==> src/rtl/outlier_pkg.sv <==
// Shared definitions for the outlier event logger: channel count, the bit
// layout of a stored event entry, and the hold-off state encoding.
package outlier_pkg;

    localparam int N_CH = 4;

    // Stored entry layout: {ts[TS_W-1:0], new[3:0], level[3:0]}
    // The timestamp sits at [TS_W+7:8], the flags payload below it.
    localparam int LEVEL_LSB = 0;
    localparam int NEW_LSB   = 4;
    localparam int TS_LSB    = 8;

    // Flags payload of an entry; the timestamp is prepended by the top
    // because its width is a parameter of the instance.
    typedef struct packed {
        logic [N_CH-1:0] new_ch;
        logic [N_CH-1:0] level;
    } event_t;

    // Hold-off FSM states: IDLE whenever the hold-off counter is zero.
    typedef enum logic {
        ST_IDLE = 1'b0,
        ST_HOLD = 1'b1
    } hold_state_e;

endpackage

==> src/rtl/outlier_event_logger_fifo.sv <==
// Show-ahead synchronous FIFO with a registered occupancy count.
// A push while full is accepted only when a pop happens in the same cycle.
module sync_fifo_u #(
    parameter int WIDTH = 8,
    parameter int DEPTH = 16
) (
    input  logic                     clk,
    input  logic                     rst_n,
    input  logic                     push,
    input  logic [WIDTH-1:0]         wdata,
    input  logic                     pop,
    output logic [WIDTH-1:0]         rdata,
    output logic                     empty,
    output logic                     full,
    output logic [$clog2(DEPTH):0]   count
);

    localparam int AW = $clog2(DEPTH);
    localparam int CW = AW + 1;

    logic [WIDTH-1:0] mem [DEPTH];
    logic [AW-1:0]    rd_ptr;
    logic [AW-1:0]    wr_ptr;
    logic             do_push;
    logic             do_pop;

    assign empty   = (count == '0);
    assign full    = (count == CW'(DEPTH));
    assign do_pop  = pop & ~empty;
    assign do_push = push & (~full | do_pop);
    assign rdata   = mem[rd_ptr];

    // Pointer and occupancy bookkeeping; DEPTH is a power of two so the
    // pointers wrap on their own.
    always_ff @(posedge clk or negedge rst_n) begin
        if (!rst_n) begin
            rd_ptr <= '0;
            wr_ptr <= '0;
            count  <= '0;
        end else begin
            if (do_push) begin
                wr_ptr <= wr_ptr + AW'(1);
            end
            if (do_pop) begin
                rd_ptr <= rd_ptr + AW'(1);
            end
            if (do_push && !do_pop) begin
                count <= count + CW'(1);
            end else if (!do_push && do_pop) begin
                count <= count - CW'(1);
            end
        end
    end

    // Storage array; contents are meaningless until written, so no reset.
    always_ff @(posedge clk) begin
        if (do_push) begin
            mem[wr_ptr] <= wdata;
        end
    end

endmodule

==> src/rtl/outlier_event_logger.sv <==
// Turns rising edges of the outlier flag vector into timestamped events,
// merges edges that arrive within the hold-off window, and queues the
// events for a valid/ready consumer. Drops on a full queue are counted.
module outlier_event_logger
    import outlier_pkg::*;
#(
    parameter int DEPTH   = 16,
    parameter int TS_W    = 24,
    parameter int HOLDOFF = 8,
    parameter int OVF_W   = 16
) (
    input  logic                     clk,
    input  logic                     rst_n,
    input  logic [N_CH-1:0]          outlier_flags,
    input  logic                     clear_ovf,
    output logic                     evt_valid,
    input  logic                     evt_ready,
    output logic [TS_W-1:0]          evt_ts,
    output logic [N_CH-1:0]          evt_new,
    output logic [N_CH-1:0]          evt_level,
    output logic [$clog2(DEPTH):0]   fifo_level,
    output logic [OVF_W-1:0]         ovf_count
);

    localparam int ENTRY_W = TS_W + TS_LSB;
    localparam int HO_W    = (HOLDOFF > 0) ? $clog2(HOLDOFF + 1) : 1;

    logic [N_CH-1:0]    flags_d;
    logic [N_CH-1:0]    rise;
    logic [TS_W-1:0]    ts;
    logic [HO_W-1:0]    holdoff_cnt;
    logic [HO_W-1:0]    holdoff_nxt;
    logic [N_CH-1:0]    pending;
    logic [N_CH-1:0]    pending_nxt;
    hold_state_e        state;
    logic               push;
    logic [N_CH-1:0]    push_new;
    logic               pop;
    logic               drop;
    logic               fifo_empty;
    logic               fifo_full;
    logic [ENTRY_W-1:0] wdata;
    logic [ENTRY_W-1:0] rdata;
    event_t             push_evt;
    event_t             head_evt;

    assign rise  = outlier_flags & ~flags_d;
    assign state = (holdoff_cnt == '0) ? ST_IDLE : ST_HOLD;

    // Free-running timestamp and previous-cycle flags for edge detection.
    always_ff @(posedge clk or negedge rst_n) begin
        if (!rst_n) begin
            ts      <= '0;
            flags_d <= '0;
        end else begin
            ts      <= ts + TS_W'(1);
            flags_d <= outlier_flags;
        end
    end

    // Hold-off state register: remaining hold cycles and merged edges.
    always_ff @(posedge clk or negedge rst_n) begin
        if (!rst_n) begin
            holdoff_cnt <= '0;
            pending     <= '0;
        end else begin
            holdoff_cnt <= holdoff_nxt;
            pending     <= pending_nxt;
        end
    end

    // Hold-off next state: push fresh edges when idle, merge them while
    // holding, and flush the merged set on the last hold cycle.
    always_comb begin
        holdoff_nxt = holdoff_cnt;
        pending_nxt = pending;
        push        = 1'b0;
        push_new    = '0;
        case (state)
            ST_IDLE: begin
                if (rise != '0) begin
                    push     = 1'b1;
                    push_new = rise;
                    if (HOLDOFF != 0) begin
                        holdoff_nxt = HO_W'(HOLDOFF);
                    end
                end
            end
            ST_HOLD: begin
                if (holdoff_cnt == HO_W'(1)) begin
                    pending_nxt = '0;
                    if ((pending | rise) != '0) begin
                        push        = 1'b1;
                        push_new    = pending | rise;
                        holdoff_nxt = HO_W'(HOLDOFF);
                    end else begin
                        holdoff_nxt = '0;
                    end
                end else begin
                    pending_nxt = pending | rise;
                    holdoff_nxt = holdoff_cnt - HO_W'(1);
                end
            end
            default: begin
                holdoff_nxt = '0;
            end
        endcase
    end

    assign push_evt.new_ch = push_new;
    assign push_evt.level  = outlier_flags;
    assign wdata           = {ts, push_evt};

    assign pop  = evt_valid & evt_ready;
    assign drop = push & fifo_full & ~pop;

    sync_fifo_u #(
        .WIDTH (ENTRY_W),
        .DEPTH (DEPTH)
    ) u_fifo (
        .clk   (clk),
        .rst_n (rst_n),
        .push  (push),
        .wdata (wdata),
        .pop   (pop),
        .rdata (rdata),
        .empty (fifo_empty),
        .full  (fifo_full),
        .count (fifo_level)
    );

    // Head fields are forced to zero while empty so reset shows all zeros.
    assign head_evt  = event_t'(rdata[TS_LSB-1:0]);
    assign evt_valid = ~fifo_empty;
    assign evt_ts    = evt_valid ? rdata[TS_LSB +: TS_W] : '0;
    assign evt_new   = evt_valid ? head_evt.new_ch : '0;
    assign evt_level = evt_valid ? head_evt.level : '0;

    // Saturating drop counter; a clear coinciding with a drop leaves one.
    always_ff @(posedge clk or negedge rst_n) begin
        if (!rst_n) begin
            ovf_count <= '0;
        end else if (clear_ovf) begin
            ovf_count <= drop ? OVF_W'(1) : '0;
        end else if (drop && (ovf_count != '1)) begin
            ovf_count <= ovf_count + OVF_W'(1);
        end
    end

endmodule

==> config.mk <==
export PLATFORM = sky130hd
export DESIGN_NAME = outlier_event_logger
export DESIGN_NICKNAME = d
export VERILOG_FILES = /design/src/rtl/outlier_pkg.sv /design/src/rtl/outlier_event_logger_fifo.sv /design/src/rtl/outlier_event_logger.sv
export SDC_FILE = /design/constraint.sdc
export NUM_CORES = 1
export LEC_CHECK = 0
export ABC_AREA = 1
export BUFFER_PORTS_ARGS = -buffer_cell sky130_fd_sc_hd__clkbuf_2
export CAP_MARGIN = 20
export CORE_MARGIN = 4
export CORE_UTILIZATION = 67
export CTS_CLUSTER_SIZE = 30
export DETAILED_ROUTE_END_ITERATION = 16
export MAX_ROUTING_LAYER = met4
export PLACE_DENSITY_LB_ADDON = 0.08
export SLEW_MARGIN = 20
export SYNTH_ARGS = -nofsm -noshare
export SYNTH_HDL_FRONTEND = slang
export SYNTH_HIERARCHICAL = 1
export SYNTH_SLANG_ARGS = --single-unit
==> constraint.sdc <==
create_clock -name clk -period 10.7 [get_ports clk]
set_input_delay 2.14 -clock clk [delete_from_list [all_inputs] [get_ports clk]]
set_output_delay 2.14 -clock clk [all_outputs]
set_load 0.005 [all_outputs]
======== Yosys cells after proc, flatten, opt, wreduce, memory -nomap -nowiden ========
Memory sizes are Yosys's and may differ from the RTL's.
Index checks and enable logic that the tools add are counted.
Widths: inputs -> output; s select.
storage, ports and cells
  flip-flop bits (word level) ............. 65
  bits in writable memories ............... 512
  bits of input ports ..................... 8
  output and inout bits ................... 54
  memories kept ........................... 1
cells by class
  add/subtract/negate cells ............... 7
  equal/unequal tests ..................... 4
  mux-type cells .......................... 24
  bitwise logic cells ..................... 12
  reductions and logical operators ........ 11
memories
  memory      depth  width  rd ports  clocked after Yosys merged registers in  wr ports  line                             source
  u_fifo.mem  16     32     1         0                                        1         outlier_event_logger_fifo.sv:21  logic [WIDTH-1:0] mem [DEPTH];
operators by type and width
  kind                   count
  $mux 4                 9
  $mux 16                2
  $add 24x1->24 const B  1
  $mux 24                1
  $add 16x1->16 const B  1
  $ne 16x16->1 const B   1
  $pmux 4 s2             2
  $mux 5                 2
  $add 4x1->4 const B    2
  $reduce_bool 4->1      2
  $mux 1                 7
  $add 5x1->5 const B    1
  $and 1x1->1            5
  $eq 5x5->1 const B     1
  $logic_not 5->1        1
  $sub 5x1->5 const B    1
  $and 4x4->4            1
  $eq 4x1->1 const B     1
  $logic_not 4->1        1
  $not 4->4              1
  $or 4x4->4             1
  $reduce_bool 2->1      2
  $sub 4x1->4 const B    1
  $logic_and 1x1->1      3
  5 further kinds        8

======== Logic depth before layout (Yosys ltp) ========
Gate-level depths: netlist of the first run.
  depth in word-level cells ............... 12
  gate-level depth with buffers ........... 20
  mapped depth without buffers ............ 19

======== Cells and area by module ========
The synthesis of the first run kept the hierarchy.
modules (own cells, without submodules)
  module                times used  cells an instance  area each (sq um)
  sync_fifo_u           1           2123               22201.3
  outlier_event_logger  1           433                3121.7

======== Least setup slack after synthesis of the first run ========
Ideal clock, no wire load.
  path kind ............................... input port to flip-flop
  start ................................... in outlier_flags[0]
  end ..................................... mem u_fifo/mem[0][0] (netlist name), enable pin
  library setup time ...................... 0.461 ns
  arrival time ............................ 5.163 ns
  required time ........................... 10.239 ns
  path slack .............................. 5.076 ns
  cell stages on the path ................. 9
  buffers on the path ..................... 1
  cells stage by stage .................... nand2_1 nand2_1 inv_1 a21oi_2 nand2_1 inv_1 nand2_1 buf_2 nor3_1
on the way
  word-level cells in the longest chain between the ends .. 9
  elaborated cells between the ends (all ways) .. 11
  those cells by class .................... mux (6); bitwise (3); reduce/logical (2)
RTL lines
  element                         line                             source
  start, declared                 outlier_event_logger.sv:14       input logic [N_CH-1:0] outlier_flags,
  $and 4x4->4 *                   outlier_event_logger.sv:47       assign rise = outlier_flags & ~flags_d;
  $or 4x4->4                      outlier_event_logger.sv:92       if ((pending | rise) != '0) begin
  $reduce_bool 4->1               outlier_event_logger.sv:92
  $mux 1                          outlier_event_logger.sv:92
  $mux 1                          outlier_event_logger.sv:90       if (holdoff_cnt == HO_W'(1)) begin
  $pmux 1 s2 *                    outlier_event_logger.sv:79       case (state)
  via push                        outlier_event_logger.sv:36       logic push;
  $and 1x1->1 *                   outlier_event_logger_fifo.sv:30  assign do_push = push & (~full | do_pop);
  $mux 1 *                        outlier_event_logger_fifo.sv:57  if (do_push) begin
  $mux 1 (implied by the code) *  outlier_event_logger_fifo.sv:58  mem[wr_ptr] <= wdata;
  end, declared                   outlier_event_logger_fifo.sv:21
The timed path passes the listed nets; every way through them passes the cells marked *.

======== Worst setup path in the final report of the first run ========
  start ................................... reg u_fifo.rd_ptr[0]
  end ..................................... out evt_ts[22]
on the way
  word-level cells in the longest chain between the ends .. 2
RTL lines
  element                 line                             source
  start, declared         outlier_event_logger_fifo.sv:22  logic [AW-1:0] rd_ptr;
  start signal, assigned  outlier_event_logger_fifo.sv:45  rd_ptr <= rd_ptr + AW'(1);
  $mem_v2 16x32           n/a
  via rdata[30]           outlier_event_logger.sv:43       logic [ENTRY_W-1:0] rdata;
  $mux 24                 outlier_event_logger.sv:135      assign evt_ts = evt_valid ? rdata[TS_LSB +: TS_W] : '0;
  end, declared           outlier_event_logger.sv:18       output logic [TS_W-1:0] evt_ts,
The timed path passes the listed nets, and every way through them passes these cells.

==> results.md, run 1 <==
* Initial core utilization at 68.51%
* Clk slew on worst S/H paths at 60 ps
* # IOs at 62
* Post-synth design cell area at 25320 um2
* Crit path capture type: output port
* FILL cells at 2521
* Die width at 202.4 um
* Net Sw Frac at 35.92%
* Cells after synthesis at 2556
* DRT Pass-1 Iters at 5
* Status: complete, no violations
* Sink Count at 577
* Fmax at 0.1638 GHz
* Fin. max-slew vios at 0
* Largest cells by area after synthesis: edfxtp_1, nand2_1, dfrtp_1
* N_diodes at 0
* CTS resizes at 0
* WHS Path Cells at 2
* Netlist cell types at 35
* Reg power frac at 39.1%
* Synth Warn # at 6
* Syn-to-layout area delta at 10.54%
* Crit path from: u_fifo/rd_ptr[0]
* Cell breakdown of the critical path: buf_4 -> buf_12 -> nand2_1 -> nand3_1 -> nand2_1 -> nor2_1 -> nand2_1 -> nand2_1 -> inv_1 -> nor2_1 -> clkbuf_2
* Post-synth net total at 2578
* Critical Path AT at 3960 ps
* Post-Route Utilization at 75.74%
* Share of cells above drive strength 1 at 8.113%
* CTS Buffer Depth at 3
* Delay of the slowest critical-path stage at 790 ps
* Post-CTS Hold Buffers at 0
* Vias in the first global route at 17118
* DRC at 0
* Net Sw Power at 0.002474 W
* GR Overflow Total at 0
* Max stage delay cell, worst path: dfrtp_4
* Synthesized area per cell at 9.907 um2
* Final min period at 6104 ps
* Synthesized flop and latch total at 577
* ANT nets after route at 0
* Sequential area share after synthesis at 67.14%
* Pleak at 12.04 nW
* Maximum Capacitance Violations at 0
* DR vias at 17540
* Total track usage at 29.51%
* Worst Path Max Fanout at 212
* Dpl cell area at 26140 um2
* Core Box Area at 36960 um2
* Port bufs at 61
* RSZ-0062 raised after global routing: no
* Site Rows at 70
* Clock skew at 27.06 ps
* R2R cell count at 17
* # H-tree levels at 2
* Post-DP HPWL at 32.06 mm
* Detailed Route WL at 58.18 mm
* Gate power share at 32.2%
* Drt initial violations at 1852
* Seq. cell area at 17010 um2
* R2r startpoint: u_fifo/count[1]
* Num CTS Buffers at 56
* First-pass GRT wire length at 92.46 mm
* Reg2reg end: u_fifo/count[4]
* Fin Setup TNS at 0 ps
* Period utilization at 57.05%
* Largest net degree at the start of global routing at 213
* Worst Setup EP: evt_ts[22]
* Share of the synthesized area in the top cell type at 60.71%
* Cell mode on critical path: nand2_1
* Final net count at 2625
* CTS tree: done
* Die area at 40970 um2
* CP Launch Type: flip-flop
* Hold Vio Cnt, Final at 0
* Routability cong. at 0.8555
* Die H at 202.4 um
* CP Data Required Time at 8560 ps
* Yosys top cell by area: edfxtp_1
* Routed wire per std cell at 18.45 um
* Count of final setup violators at 0
* Internal power at 0.004414 W
* Finished Cell Area at 27990 um2
* Clock Latency Late Sink at 610 ps
* Power per cell area at 246.1 nW/um2
* VDD IR max at 219.2 uV
* Multi-input logic area at 6775 um2
* Worst min path class: reg2reg
* Clock share of power at 28.7%
* Critical path class: reg2out
* CTS root buf: clkbuf_16
* Worst reg2reg setup slack at 6420 ps
* Initial antenna violation count at 0
* Tightest Pin Transition at 1138 ps
* Number of post-CTS setup repair buffers at 0
* Vias per Instance at 5.561
* Slew HR at 23.97%
power by group through the flow:
stage	clock [W]	combinational [W]	sequential, W
after floorplan	0	0.00157	0.00268
after CTS	0.00200	0.00221	0.00269
after global routing	0.00210	0.00250	0.00271
after global placement	0	0.00214	0.00273
final	0.00198	0.00222	0.00269
after detailed placement	0	0.00220	0.00274
area by class of cell:
| type | count | area share (%) |
|---|---|---|
| Sequential cell | 577 | 60.76 |
| Clock buffer | 74 | 5.435 |
| Tap cell | 504 | 2.253 |
| Timing Repair Buffer | 100 | 2.204 |
| Inverter | 296 | 3.987 |
| Multi-Input combinational cell | 1572 | 24.20 |
| Clock inverter | 31 | 1.162 |
per-stage QoR:
stage / power [W] / hold WS, ps / std cells / worst slack [ps]
after detailed placement: 0.004932 / 521.1 / 3049 / 5189
after floorplan: 0.004243 / 502.2 / 2556 / 5076
after CTS: 0.006904 / 528.7 / 3154 / 4558
after global routing: 0.007299 / 548.6 / 3154 / 4282
final: 0.006888 / 528.7 / 3154 / 4596
after global placement: 0.004868 / 512.0 / 3049 / 5316
per-layer routing:
metal	vias up	part of all wire [%]	GRT usage, %
met1	8433	41	40.89
met5	-	0	-
met4	0	2.5	8.608
li1	8290	-	-
met2	710	48	47.15
met3	107	8.0	3.690
cells in the final DEF, fill, tap and decap left out, drive strengths merged:
cell	Yosys	routed
xor2	23	23
inv	294	293
clkinv	2	27
nand2	938	938
a21oi	11	11
nor3	28	28
o21ai	5	5
nand3	246	246
bufinv	0	7
nor3b	1	1
nor4	3	3
nand4	11	11
or2	2	2
nor2	275	275
edfxtp	512	512
dfrtp	65	65
o21bai	2	2
o22ai	1	1
fa	1	1
ha	13	13
clkbuf	30	134
xnor2	12	12
buf	81	40
worst min-delay path by stage:
stage	start	end	slack, ps
2_1_floorplan	pending[0]	pending[0]	500
3_3_place_gp	pending[0]	pending[0]	510
3_5_place_dp	pending[2]	pending[2]	520
4_1_cts	pending[2]	pending[2]	530
5_1_grt	pending[2]	pending[2]	550
6_report	pending[0]	pending[0]	530
worst max-delay path: cells and delay by family, from the launching register on:
kind | cells | cell delay [ps]
flops | 1 | 790
buf+inv | 4 | 1590
simple gates | 7 | 960
Yosys cell counts:
cell      instances
a21oi_1          10
a21oi_2           1
buf_1             6
buf_2            71
buf_4             3
buf_6             1
clkbuf_1         30
clkinv_1          2
dfrtp_1          65
edfxtp_1        512
fa_1              1
ha_1             13
inv_1           291
inv_2             3
nand2_1         935
nand2_2           2
nand2_4           1
nand3_1         244
nand3_2           2
nand4_1          10
nand4_4           1
nor2_1          272
nor2_2            2
nor2_4            1
nor3_1           26
nor3_2            2
nor3b_1           1
nor4_1            3
o21ai_0           5
o21bai_1          2
o22ai_1           1
or2_0             1
or2_2             1
xnor2_1          12
xor2_1           23
cell families after synthesis:
| logic type | Yosys count | share of synthesized area, % |
|---|---|---|
| AND/OR/NAND/NOR | 1504 | 24.06 |
| flip-flops | 577 | 67.14 |
| buffers and inverters | 407 | 6.458 |
| XOR/XNOR | 35 | 1.211 |
| AO/OA/AOI/OAI | 19 | 0.4150 |
| adder cells (fa/ha/maj) | 14 | 0.7214 |
state kept, by name, summed over array words and instances (netlist names):
name and count:
ts 24, u_fifo/count 5, u_fifo/wr_ptr 4, u_fifo/rd_ptr 4, holdoff_cnt 4, pending 4, flags_d 4, u_fifo/mem 512
ovf_count 16
Power figures use the tool's default switching activity.
==> run 2: changes to the inputs <==
--- a/config.mk
+++ b/config.mk
@@ -9,7 +9,7 @@
 export BUFFER_PORTS_ARGS = -buffer_cell sky130_fd_sc_hd__clkbuf_2
 export CAP_MARGIN = 20
 export CORE_MARGIN = 4
-export CORE_UTILIZATION = 67
+export CORE_UTILIZATION = 56
 export CTS_CLUSTER_SIZE = 30
 export DETAILED_ROUTE_END_ITERATION = 16
 export MAX_ROUTING_LAYER = met4
==> constraint.sdc (replaced) <==
create_clock -name clk -period 5.5 [get_ports clk]
set_input_delay 1.1 -clock clk [delete_from_list [all_inputs] [get_ports clk]]
set_output_delay 1.1 -clock clk [all_outputs]
set_load 0.005 [all_outputs]
==> run 2 against run 1 <==
Net effect:
- non-clock buffer count up 6
- total power up 93%
- core utilization down 12 points
- critical path type unchanged
==> results.md, run 2 (synthesized netlist as in run 1, its figures left out) <==
* Status: complete, no violations
* Num CTS Buffers at 57
* Clock Latency Late Sink at 600 ps
* Tightest Pin Transition at 1190 ps
* CTS resizes at 0
* VDD IR max at 506.5 uV
* Count of final setup violators at 0
* Total track usage at 24.84%
* CP Launch Type: flip-flop
* Critical Path AT at 3310 ps
* Port bufs at 61
* CTS Buffer Depth at 3
* Finished Cell Area at 28090 um2
* Net Sw Frac at 35.99%
* ANT nets after route at 0
* FILL cells at 3614
* # IOs at 62
* Internal power at 0.008503 W
* Die H at 220.7 um
* Hold Vio Cnt, Final at 0
* Gate power share at 33.0%
* Routed wire per std cell at 17.90 um
* CTS tree: done
* Share of cells above drive strength 1 at 8.406%
* First-pass GRT wire length at 89.95 mm
* Seq. cell area at 17010 um2
* Worst reg2reg setup slack at 1510 ps
* DRC at 0
* # H-tree levels at 2
* Worst Path Max Fanout at 30
* Initial core utilization at 57.02%
* Net Sw Power at 0.004781 W
* Initial antenna violation count at 0
* CTS root buf: clkbuf_16
* Crit path from: u_fifo/rd_ptr[1]
* Max FFs per register at 512
* Power per cell area at 472.9 nW/um2
* Vias in the first global route at 15944
* Post-CTS Hold Buffers at 0
* Fin Setup TNS at 0 ps
* Fmax at 0.2270 GHz
* Die width at 220.7 um
* Worst Setup EP: evt_ts[16]
* Worst min path class: reg2reg
* Post-DP HPWL at 31.65 mm
* Routability cong. at 0.9032
* Clock share of power at 28.0%
* Final min period at 4406 ps
* Pleak at 12.04 nW
* DR vias at 16984
* Sink Count at 577
* Clock skew at 17.06 ps
* Largest net degree at the start of global routing at 221
* Die area at 48690 um2
* GR Overflow Total at 0
* Site Rows at 77
* Syn-to-layout area delta at 10.92%
* RSZ-0062 raised after global routing: no
* Commonest non-fill, non-tap cell in the layout: nand2_1
* Reg power frac at 39.1%
* Most frequent cells in the layout: nand2_1, edfxtp_1, inv_1
* Slew HR at 20.69%
* Biggest register: u_fifo/mem
* N_diodes at 0
* Vias per Instance at 5.234
* Multi-input logic area at 6783 um2
* DRT Pass-1 Iters at 5
* Fin. max-slew vios at 0
* Reg2reg end: u_fifo/count[4]
* Critical path class: reg2out
* CP Data Required Time at 4400 ps
* R2r startpoint: u_fifo/count[0]
* Clk slew on worst S/H paths at 60 ps
* Final net count at 2632
* Core Box Area at 44410 um2
* Crit path capture type: output port
* Regs by FF count: u_fifo/mem (512), ts (24), ovf_count (16)
* Detailed Route WL at 58.10 mm
* Period utilization at 80.11%
* Maximum Capacitance Violations at 0
* Drt initial violations at 1481
* Number of post-CTS setup repair buffers at 0
* Dpl cell area at 26310 um2
* R2R cell count at 18
-- run 2: cell types whose count changed in the layout (fill, tap and decap cells not counted), sizes merged --
cell | before | now
buf | 40 | 46
bufinv | 7 | 3
clkbuf | 134 | 140
clkinv | 27 | 18
clkinvlp | 0 | 3
inv | 293 | 294
-- run 2: cell type report --
class / count / share of cell area [%]
clock buffers: 80 / 5.644
clock inverters: 22 / 0.6637
inverters: 296 / 3.973
multi-input cells: 1572 / 24.15
flip-flops and latches: 577 / 60.55
well taps: 592 / 2.637
repair buffers: 106 / 2.388
-- run 2: worst min path at each step --
stage                     from          to  slack, ps  cells past startpoint
floorplan           pending[0]  pending[0]        500                      2
global placement    pending[2]  pending[2]        520                      2
detailed placement  pending[0]  pending[0]        520                      2
CTS                 pending[0]  pending[0]        530                      2
global route        pending[3]  pending[3]        550                      2
finish              pending[0]  pending[0]        530                      2
-- run 2: metal layers --
layer	vias up	global-route usage [%]	part of all wire, %
met5	-	-	0
met2	495	38.63	46
met3	88	2.925	6.2
met4	0	6.511	2.1
met1	8096	35.54	45
li1	8305	-	-
-- run 2: power groups by stage --
stage               combinational [W]  clock (W)  sequential (W)
detailed placement            0.00437          0         0.00528
finish                        0.00438    0.00371         0.00519
global route                  0.00495    0.00397         0.00522
global placement              0.00431          0         0.00527
floorplan                     0.00306          0         0.00522
CTS                           0.00440    0.00379         0.00519
-- run 2: critical path: stages (launching register included) --
cell and delay, ps:
dfrtp_2 780, nand2_1 160, inv_2 570, buf_4 450, nand2_1 90, nor2_1 180, nor2_1 80, nand2_1 70
nand2_1 100, inv_1 70, nor2_1 40, clkbuf_2 130
-- run 2: stage by stage --
step	hold WS [ps]	cells	power, W	utilization (%)	setup WS [ps]
after detailed placement	520.6	3143	0.009649	59.24	1268
after global routing	548.3	3245	0.01414	63.24	885.0
after global placement	517.1	3143	0.009579	59.23	1419
after floorplan	502.2	2556	0.008277	-	916.1
after CTS	529.7	3245	0.01337	63.23	1139
final	527.5	3245	0.01328	63.24	1094
